==> config.mk <==
export PLATFORM = sky130hd
export DESIGN_NAME = pipe_hazard_ctrl
export DESIGN_NICKNAME = d
export VERILOG_FILES = /design/src/rtl/pipe_hazard_ctrl.sv
export SDC_FILE = /design/constraint.sdc
export NUM_CORES = 1
export LEC_CHECK = 0
export ABC_AREA = 1
export BUFFER_PORTS_ARGS = -buffer_cell sky130_fd_sc_hd__buf_2
export CORE_MARGIN = 2
export CORE_UTILIZATION = 49
export DETAILED_ROUTE_END_ITERATION = 10
export HOLD_SLACK_MARGIN = 0.08
export PLACE_DENSITY_LB_ADDON = 0.12
export SKIP_CTS_REPAIR_TIMING = 1
export SLEW_MARGIN = 40
export SYNTH_ARGS = -nofsm -noshare
export SYNTH_HDL_FRONTEND = slang
export SYNTH_SLANG_ARGS = --single-unit
==> constraint.sdc <==
create_clock -name clk -period 1.4 [get_ports clk]
set_input_delay 0.07 -clock clk [delete_from_list [all_inputs] [get_ports clk]]
set_output_delay 0.07 -clock clk [all_outputs]
set_load 0.05 [all_outputs]
==> src/rtl/pipe_hazard_ctrl.sv <==
// rtl/pipe_hazard_ctrl.sv - 5-stage pipeline stall/flush/bubble controller
// Load-use and branch hazards, data-memory freeze with timeout halt, saturating event counters.
module pipe_hazard_ctrl #(
    parameter int CNT_W       = 16,
    parameter int MEM_TIMEOUT = 64
) (
    input  logic             clk,
    input  logic             rst,
    input  logic [4:0]       id_rs1,
    input  logic [4:0]       id_rs2,
    input  logic             id_uses_rs1,
    input  logic             id_uses_rs2,
    input  logic             id_ex_MemRead,
    input  logic [4:0]       id_ex_wr,
    input  logic             ex_branch_taken,
    input  logic             dmem_req,
    input  logic             dmem_ready,
    output logic             pc_write,
    output logic             if_id_write,
    output logic             if_id_flush,
    output logic             id_ex_write,
    output logic             id_ex_bubble,
    output logic             ex_mem_write,
    output logic             mem_wb_bubble,
    output logic [1:0]       state_o,
    output logic             mem_timeout,
    output logic [CNT_W-1:0] stall_cnt,
    output logic [CNT_W-1:0] flush_cnt
);
    typedef enum logic [1:0] {
        RUN      = 2'd0,
        MEM_WAIT = 2'd1,
        HALT     = 2'd2
    } state_t;

    localparam logic [15:0] TMO = 16'(MEM_TIMEOUT);

    state_t           state_q, state_d;
    logic [15:0]      wait_q, wait_d;
    logic             timeout_q, timeout_d;
    logic [CNT_W-1:0] stall_q, stall_d;
    logic [CNT_W-1:0] flush_q, flush_d;

    logic lu_hazard;
    logic mem_stall;

    assign lu_hazard = id_ex_MemRead && (id_ex_wr != 5'd0) &&
                       ((id_uses_rs1 && (id_rs1 == id_ex_wr)) ||
                        (id_uses_rs2 && (id_rs2 == id_ex_wr)));
    assign mem_stall = dmem_req && !dmem_ready;

    // Highest-priority condition wins; outputs steer the very next edge.
    always_comb begin
        pc_write      = 1'b1;
        if_id_write   = 1'b1;
        if_id_flush   = 1'b0;
        id_ex_write   = 1'b1;
        id_ex_bubble  = 1'b0;
        ex_mem_write  = 1'b1;
        mem_wb_bubble = 1'b0;
        if (rst) begin
            pc_write      = 1'b0;
            if_id_write   = 1'b0;
            id_ex_write   = 1'b0;
            ex_mem_write  = 1'b0;
            if_id_flush   = 1'b1;
            id_ex_bubble  = 1'b1;
            mem_wb_bubble = 1'b1;
        end else if (state_q == HALT || mem_stall) begin
            pc_write      = 1'b0;
            if_id_write   = 1'b0;
            id_ex_write   = 1'b0;
            ex_mem_write  = 1'b0;
            mem_wb_bubble = 1'b1;
        end else if (ex_branch_taken) begin
            if_id_flush  = 1'b1;
            id_ex_bubble = 1'b1;
        end else if (lu_hazard) begin
            pc_write     = 1'b0;
            if_id_write  = 1'b0;
            id_ex_bubble = 1'b1;
        end
    end

    always_comb begin
        state_d   = state_q;
        wait_d    = wait_q;
        timeout_d = timeout_q;
        case (state_q)
            RUN: begin
                if (mem_stall) begin
                    state_d = MEM_WAIT;
                    wait_d  = 16'd1;
                end
            end
            MEM_WAIT: begin
                if (!mem_stall) begin
                    state_d = RUN;
                    wait_d  = 16'd0;
                end else if (wait_q >= TMO) begin
                    state_d   = HALT;
                    timeout_d = 1'b1;
                end else begin
                    wait_d = wait_q + 16'd1;
                end
            end
            default: state_d = HALT;
        endcase
    end

    always_comb begin
        stall_d = stall_q;
        flush_d = flush_q;
        if (!pc_write && state_q != HALT && stall_q != {CNT_W{1'b1}})
            stall_d = stall_q + CNT_W'(1);
        if (if_id_flush && flush_q != {CNT_W{1'b1}})
            flush_d = flush_q + CNT_W'(1);
    end

    always_ff @(posedge clk or posedge rst) begin
        if (rst) begin
            state_q   <= RUN;
            wait_q    <= 16'd0;
            timeout_q <= 1'b0;
            stall_q   <= '0;
            flush_q   <= '0;
        end else begin
            state_q   <= state_d;
            wait_q    <= wait_d;
            timeout_q <= timeout_d;
            stall_q   <= stall_d;
            flush_q   <= flush_d;
        end
    end

    assign state_o     = state_q;
    assign mem_timeout = timeout_q;
    assign stall_cnt   = stall_q;
    assign flush_cnt   = flush_q;
endmodule

==> results.txt, run 1 <==
The setup path with the least slack is of type register to register. The ratio of cells with drive above 1 in the final layout is 42.8%. The die height is 82.2 um.

The mean area per synthesized cell is 7.58 um^2. Across all register-to-register paths, the minimum setup slack is -0.23 ns. The deepest level of the CTS H-tree is 2. Detailed placement ended at an HPWL of 5.20 mm. The flow ran to the end, but the final reports show violations. Counting instances in the post-synthesis netlist gives the leading cell types as 121 x sky130_fd_sc_hd__nand2_1, 62 x sky130_fd_sc_hd__inv_1, 51 x sky130_fd_sc_hd__dfrtp_1. For the worst flop-to-flop path, the logic depth is 9. The highest fanout seen on the critical path is 11. The number of global-route vias before repair came to 2678. The number of design-rule violations left by the first detailed-router iteration is 146. The max-slew headroom at the worst pin came out at 57.2%. The CTS tree is yes. The critical register-to-register path endpoint is stall_cnt[15]$_DFFE_PP0P_. The number of endpoints with negative hold slack in the final report is 0. In this run the critical register-to-register path is launched from stall_cnt[0]$_DFFE_PP0P_. Setup repair after global routing could not meet its margin everywhere. After global routing, the most crowded layer is met2. The met3 usage in global routing is 3.80%. The worst setup path is captured at a register.

The total of endpoints with negative setup slack in the final report came out at 38. Routability-driven placement finished with a final weighted congestion of 0.868. The worst-case vdd ir drop is 1.19 mV. After layout, the minimum clock period comes to 1.63 ns.

The aggregate global routing overflow is 0. The proportion of power drawn by flip-flops and latches came out at 33.5%. The starting utilization of the core area came out at 50.6%.

The delay of the slowest cell on the worst path came out at 0.39 ns. The arrival time at the worst endpoint is 1.83 ns. The clock arrives with 0.00537 ns of skew.

Net switching is 42.0% of the power. Summing over every cut layer, the via total after detailed routing is 2993. The longest clock path from root to sink contains 2 buffers.

The total of fill cells in the finished design is 434. The die outline width is 82.2 um. The global router's overall resource usage is 22.1%. The later-pin clock latency in the skew report is 0.31 ns.

The worst endpoint required time is 1.61 ns. The internal cell power is 3.30 mW. The count of yosys warnings during synthesis is 0. At the pin with the least slew margin, the transition time is 0.642 ns. The net switching power figure is 2.39 mW. The fraction of power consumed by combinational cells came out at 47.5%. The final worst hold slack came out at 0.0511 ns. Compared with the post-synthesis result, the final layout area differs by 50.5%. The max capacitance violation total is 0. The full die area is 6750 um^2. The standard-cell row count came out at 28.

The largest total area in the synthesized netlist belongs to sky130_fd_sc_hd__dfrtp_1. For this run, the leading register cell type out of synthesis is sky130_fd_sc_hd__dfrtp_1. STA classifies the critical path startpoint as a register. The first detailed-routing pass took 4 iterations.

The most common cell in the synthesized netlist is sky130_fd_sc_hd__nand2_1. The fraction of registers with async set/reset is 100%. The tree built by TritonCTS fans out to 51 sinks.

Global routing used 37.5% of the available met2 tracks. The synthesized design devotes to its leading area cell type 42.6% of total area. During placement, the flow inserted port buffers numbering 64. Per report_power, the clock group accounts for 19.1% of the total. The slowest cell on the critical path is sky130_fd_sc_hd__dfrtp_2. The synthesized design contains 51 register bits. The critical path launch point is stall_cnt[0]$_DFFE_PP0P_. Global routing consumed, on the met1 layer, 28.8% of the routing resources. The number of enable-type register cells in the synthesized netlist is 0. The final reports fail on negative setup slack. The type of the tightest min-delay check is primary input to asynchronous set/reset pin.

After detailed routing, the average wire length per cell comes to 12.7 um. The cell count after synthesis came out at 395. The final worst setup slack came out at -0.226 ns.

The sequential area share after synthesis came out at 42.6%. In this run the remaining antenna-violating nets after routing total 0. The areal power density over the cells came out at 1260 nW/um^2. The number of pins exceeding their max-slew limit in the final report came out at 0.

The number of nets in the finished design is 570. The highest achievable clock rate is 0.615 GHz. The number of nets in the synthesized netlist is 422. The pin count of the biggest net entering global routing is 52.

The count of antenna diodes in the layout is 0. The remaining design rule violation count is 0. The initial antenna violation count was 0. The region available for standard cell placement spans 5920 um^2. Of the available clock period, the critical path in the final layout requires 116%. In the routed layout, each cell is associated on average with a via count of 4.84. The cell area after synthesis is 2990 um^2. In this run the count of I/O pins placed on the die edge is 65. Summed over all cells, the static leakage comes to 2.48 nW. The clock slew seen by the registers of the worst setup and hold paths is 0.09 ns. The clock root buffer is sky130_fd_sc_hd__clkbuf_8.

The accumulated negative setup slack came out at -4.70 ns. The synthesized netlist contains 28 unique library cells. Sorting the synthesized cells by area gives the leading types as sky130_fd_sc_hd__dfrtp_1 43%, sky130_fd_sc_hd__nand2_1 15%, sky130_fd_sc_hd__inv_1 7.8%, sky130_fd_sc_hd__nand3_1 5.0%, sky130_fd_sc_hd__xor2_1 5.0%. The clock buffer count from CTS came out at 5. The most critical setup path has its endpoint at stall_cnt[15]$_DFFE_PP0P_.

The fraction of the core area covered by cells at the end of the flow came out at 76.1%. The signal on the critical path passes through ha_2, nand3_4, nor2_4, nand3_2, o21ai_4, inv_4, buf_12, nand3_1, nand2_1. Wires add up to 7.87 mm.

The global-route wire length before repair is 11.5 mm.
-- layout by cell type, fill, tap and decap left out, types with 3 or more instances in the layout --
| cell type | count |
|---|---|
| sky130_fd_sc_hd__nand2_1 | 106 |
| sky130_fd_sc_hd__buf_4 | 67 |
| sky130_fd_sc_hd__buf_2 | 57 |
| sky130_fd_sc_hd__inv_1 | 50 |
| sky130_fd_sc_hd__dfrtp_1 | 44 |
| sky130_fd_sc_hd__nand3_1 | 27 |
| sky130_fd_sc_hd__nor2_1 | 26 |
| sky130_fd_sc_hd__buf_6 | 17 |
| sky130_fd_sc_hd__xor2_1 | 16 |
| sky130_fd_sc_hd__nand4_1 | 11 |
| sky130_fd_sc_hd__nand2_2 | 10 |
| sky130_fd_sc_hd__inv_2 | 9 |
| sky130_fd_sc_hd__nor2_4 | 8 |
| sky130_fd_sc_hd__nand2_4 | 7 |
| sky130_fd_sc_hd__xnor2_1 | 7 |
| sky130_fd_sc_hd__dfrtp_2 | 7 |
| sky130_fd_sc_hd__nor3_1 | 6 |
| sky130_fd_sc_hd__o21ai_1 | 6 |
| sky130_fd_sc_hd__clkbuf_8 | 6 |
| sky130_fd_sc_hd__o21ai_0 | 5 |
| sky130_fd_sc_hd__nor2_2 | 4 |
| sky130_fd_sc_hd__nor3_4 | 4 |
| sky130_fd_sc_hd__o21ai_2 | 4 |
| sky130_fd_sc_hd__or2_2 | 4 |
| sky130_fd_sc_hd__buf_8 | 4 |
| sky130_fd_sc_hd__nand3_4 | 3 |
-- power groups by stage --
stage               clock, mW  sequential [mW]  combinational [mW]
floorplan                   0             2.60               0.714
global placement            0             1.86                2.17
detailed placement          0             1.87                2.20
CTS                      1.10             1.84                2.21
global route             1.16             1.94                2.90
finish                   1.09             1.91                2.70
-- worst min-delay path by stage --
| stage | end | slack, ns | cells after the start |
|---|---|---|---|
| finish | stall_cnt[1]$_DFFE_PP0P_ | 0.05 | 3 |
| global route | stall_cnt[1]$_DFFE_PP0P_ | 0.10 | 3 |
| CTS | stall_cnt[3]$_DFFE_PP0P_ | 0.05 | 3 |
| detailed placement | stall_cnt[1]$_DFFE_PP0P_ | 0.40 | 3 |
| global placement | stall_cnt[1]$_DFFE_PP0P_ | 0.39 | 3 |
| floorplan | flush_cnt[10]$_DFFE_PP0P_ | 0.14 | 1 |
-- critical path, delay by kind of cell, from the launching register on --
kind            cells  cell delay [ns]
simple gates        5             0.45
flops               1             0.39
buf+inv             2             0.24
fa+ha+maj           1             0.22
compound gates      1             0.22
-- through the flow --
step / instances / total power [mW] / area, um^2 / setup slack [ns]
2_1_floorplan: 395 / 3.31 / 3060 / -0.509
3_3_place_gp: 586 / 4.04 / 3870 / -0.0539
3_5_place_dp: 586 / 4.07 / 3870 / -0.153
5_1_grt: 619 / 6.00 / 4510 / -0.289
4_1_cts: 594 / 5.15 / 3990 / -0.232
6_report: 619 / 5.70 / 4510 / -0.226
-- metal layers --
layer / routed length [um] / up-vias
met5: 0 / -
met4: 163 / 0
met3: 367 / 14
met2: 3950 / 78
met1: 3400 / 1374
li1: - / 1527
-- cell families (layout without fill, tap and decap cells) --
| group | Yosys count | in the layout | share of synthesized area, % |
|---|---|---|---|
| XOR/XNOR | 26 | 26 | 7.61 |
| AO/OA/AOI/OAI | 21 | 21 | 3.84 |
| buffers and inverters | 71 | 220 | 10.1 |
| adder cells (fa/ha/maj) | 4 | 4 | 1.67 |
| flip-flops | 51 | 51 | 42.6 |
| AND/OR/NAND/NOR | 222 | 222 | 34.2 |
-- final cells by class --
cell class                 count  area (um^2)  share of cell area [%]
tap                           75         93.8                    2.08
clock inverter                 2         35.0                   0.777
sequential                    51         1280                    28.5
multi-input combinational    273         1670                    37.0
timing repair inverter         1         5.00                   0.111
clock buffer                   6         82.6                    1.83
timing repair buffer         147         1080                    24.0
inverter                      64          258                    5.72
-- flip-flops by register name (all words and copies together) (netlist names) --
| signal | count |
|---|---|
| flush_cnt | 16 |
| mem_timeout | 1 |
| stall_cnt | 16 |
| state_o | 2 |
| wait_q | 16 |
No activity file was read; power rests on OpenSTA's default activity.
==> inputs of run 2 (changes only) <==
--- a/config.mk
+++ b/config.mk
@@ -8,7 +8,7 @@
 export ABC_AREA = 1
 export BUFFER_PORTS_ARGS = -buffer_cell sky130_fd_sc_hd__buf_2
 export CORE_MARGIN = 2
-export CORE_UTILIZATION = 49
+export CORE_UTILIZATION = 45
 export DETAILED_ROUTE_END_ITERATION = 10
 export HOLD_SLACK_MARGIN = 0.08
 export PLACE_DENSITY_LB_ADDON = 0.12
==> run 2 against run 1 <==
The run still ends with negative setup slack left. Design area shrank 3.3%. Via count down 1.5%. Non-clock buffer count fell by 12. Combinational power shrank 8.5%. Power decreased by 7.9%. Largest cell class unchanged. Global-route usage fell by 3.7 points. Critical path type unchanged. Fmax rose by 4.1%. Core utilization shrank 7.9 points. Sequential share of layout area is 0.94 points higher.
==> results.txt, run 2 (synthesis gave the netlist of run 1 again) <==
The flow ran to the end, but the final reports show violations. The checks that failed: negative setup slack. The tightest min-delay check is of the primary input to asynchronous set/reset pin type. The endpoint kind of the worst setup timing path is a register.

The clock root buffer is sky130_fd_sc_hd__clkbuf_8. The max-slew headroom at the worst pin came out at 57.0% (-0.16 points). The count of antenna diodes in the layout came out at 0 (unchanged). The worst setup path is of the register to register kind. The total cell area at the placement stage was 3880 um^2 (+0.19%). The reported leakage power came out at 2.35 nW (-5.2%). The total I/O pin count is 65 (unchanged). The total via count in the routed design came out at 2947 (-1.5%). The starting utilization of the core area came to 46.9% (-3.7 points).

The worst endpoint required time came out at 1.61 ns (about the same). Setup repair after global routing could not meet its margin everywhere. The delay of the slowest cell on the worst path came out at 0.43 ns (+0.04 ns). The final weighted congestion in routability-driven placement is 0.826 (-4.9%). The transition at the pin with the smallest max-transition slack is 0.644 ns (+0.00245 ns).

The maximum count of clock buffers along a single path came out at 2 (unchanged). The fraction of the core area covered by cells at the end of the flow was 68.3% (-7.9 points). The total core area came out at 6390 um^2 (+7.9%).

The arrival time at the worst endpoint is 1.77 ns (-0.06 ns). The total wire length came out at 7.30 mm (-7.3%). Among cell families on the critical path, the largest total delay comes from flip-flops. The areal power density over the cells came out at 1200 nW/um^2 (-4.8%). The standard-cell row count came to 29 (+3.6%). The worst-case vdd ir drop came to 1.39 mV (+17%). The die height was 85.6 um (+4.1%). The number of endpoints with negative hold slack in the final report came out at 0 (unchanged).

The remaining design rule violation count came out at 0 (unchanged). The number of design-rule violations left by the first detailed-router iteration was 104 (-29%). Leaving out fill and tap cells, the most frequent cell in the layout is sky130_fd_sc_hd__nand2_1. The number of global-route vias before repair is 2600 (-2.9%). The global-route wire length before repair is 10.9 mm (-4.6%). The maximum clock skew at final layout is 0.00622 ns (+0.000853 ns). The number of nets in the finished design came out at 559 (-1.9%). The number of vias per cell after detailed routing is 4.83 (about the same). The period utilization came to 112% (-4.6 points). The deepest level of the CTS H-tree came out at 2 (unchanged). The number of clock sinks came out at 51 (unchanged). The clock buffer count from CTS came out at 5 (unchanged). The pin count of the biggest net entering global routing is 52 (unchanged).

The CTS tree is yes. The final HPWL from detailed placement came out at 5.06 mm (-2.8%). The count of buffer and inverter cells on the critical path is 2 (unchanged). The element type at the critical path start is a register.

The initial antenna violation count came out at 0 (unchanged). The aggregate global routing overflow was 0 (unchanged). The die outline width is 85.6 um (+4.1%).

The slowest stage of the critical path belongs to the cell sky130_fd_sc_hd__dfrtp_1. The minimum period implied by the final worst setup slack came to 1.56 ns (-0.0639 ns). The later-pin clock latency in the skew report is 0.30 ns (about the same). The worst slack after detailed placement is -0.130 ns (+0.0225 ns). In the layout the commonest cells are 112 x sky130_fd_sc_hd__nand2_1, 65 x sky130_fd_sc_hd__buf_4, 57 x sky130_fd_sc_hd__buf_2, 53 x sky130_fd_sc_hd__inv_1, 45 x sky130_fd_sc_hd__dfrtp_1.

The number of pins exceeding their max-slew limit in the final report came out at 0 (unchanged). The most used cell along the critical path is sky130_fd_sc_hd__nand3_2. The accumulated negative setup slack came out at -3.59 ns (+1.11 ns). The highest achievable clock rate came out at 0.640 GHz (+4.1%).

The number of antenna-violating nets in the routed design came to 0 (unchanged). The highest fanout seen on the critical path was 8 (-3). The iteration count of the initial detailed-routing pass came out at 4 (unchanged).

The final worst setup slack is -0.163 ns (+0.0639 ns). The global router's overall resource usage is 18.3% (-3.7 points). The routed length per instance came to 12.0 um (-5.9%). The ratio of cells with drive above 1 in the final layout is 40.7% (-2.1 points). The clock slew seen by the registers of the worst setup and hold paths came out at 0.10 ns (about the same).

Walking the worst path, the cells encountered are ha_4, nand3_4, nor2_4, nand3_2, o21ai_4, clkinv_4, buf_12, nand3_2, nand2_1. The summed area of non-filler cells in the final layout came to 4360 um^2 (-3.3%). The count of buffers inserted at the top-level ports is 64 (unchanged). The full die area came out at 7320 um^2 (+8.4%). The max capacitance violation total is 0 (unchanged). The total of endpoints with negative setup slack in the final report came out at 37 (-2.6%). The layout-stage area growth over the synthesis result came out at 45.6%.
-- run 2: cell count changes in the layout (fill, tap and decap cells not counted), moves of 5 or more --
| cell | previous run | this run |
|---|---|---|
| sky130_fd_sc_hd__buf_6 | 17 | 4 |
| sky130_fd_sc_hd__nand3_2 | 2 | 14 |
| sky130_fd_sc_hd__o21ai_1 | 6 | 11 |
| sky130_fd_sc_hd__nand2_1 | 106 | 112 |
| sky130_fd_sc_hd__nand3_1 | 27 | 16 |
-- run 2: final cells by class --
| cell class | count | area, um^2 |
|---|---|---|
| clock buffer | 5 | 68.8 |
| clock inverter | 3 | 20.0 |
| fill | 513 | 2030 |
| inverter | 64 | 260 |
| multi-input combinational | 274 | 1660 |
| sequential | 51 | 1280 |
| tap | 77 | 96.3 |
| timing repair buffer | 135 | 961 |
| timing repair inverter | 1 | 5.00 |
-- run 2: worst paths after layout --
path / startpoint / end / slack [ns] / cells past startpoint
setup / recovery: stall_cnt[1]$_DFFE_PP0P_ / stall_cnt[11]$_DFFE_PP0P_ / -0.16 / 9
setup reg to reg: stall_cnt[1]$_DFFE_PP0P_ / stall_cnt[11]$_DFFE_PP0P_ / -0.16 / 9
hold reg to reg: mem_timeout$_DFFE_PP0P_ / mem_timeout$_DFFE_PP0P_ / 0.49 / 1
min in group clk: dmem_ready / state_o[0]$_DFFE_PP0P_ / 0.12 / 4
max in group asynchronous: rst / state_o[0]$_DFFE_PP0P_ / 0.90 / 3
hold / removal: rst / wait_q[14]$_DFFE_PP0P_ / 0.04 / 3
-- run 2: per-layer routing --
layer / vias up / routed length (um) / GRT usage (%)
li1: 1503 / - / -
met1: 1360 / 3270 / 23.8
met2: 77 / 3610 / 32.0
met3: 7 / 349 / 3.27
met4: 0 / 66 / 4.33
met5: - / 0 / 0
-- run 2: worst register-to-register path, cell delays in order, from the launching register on --
cell and delay, ns:
sky130_fd_sc_hd__dfrtp_1 0.43, sky130_fd_sc_hd__ha_4 0.17, sky130_fd_sc_hd__nand3_4 0.08, sky130_fd_sc_hd__nor2_4 0.10
sky130_fd_sc_hd__nand3_2 0.09, sky130_fd_sc_hd__o21ai_4 0.17, sky130_fd_sc_hd__clkinv_4 0.14, sky130_fd_sc_hd__buf_12 0.17
sky130_fd_sc_hd__nand3_2 0.06, sky130_fd_sc_hd__nand2_1 0.05
-- run 2: through the flow --
step / total power [mW] / hold WS [ns] / instances
floorplan: 3.31 / 0.138 / 395
global placement: 3.98 / 0.385 / 587
detailed placement: 4.04 / 0.407 / 587
CTS: 4.90 / 0.0656 / 595
global route: 5.51 / 0.105 / 610
finish: 5.25 / 0.0434 / 610
-- run 2: power by group --
part           switching (mW)  leakage (nW)  internal (mW)
Sequential              0.231         0.681           1.68
Clock                   0.512        0.0402          0.349
Combinational            1.57          1.63          0.901
Total                    2.31          2.35           2.93
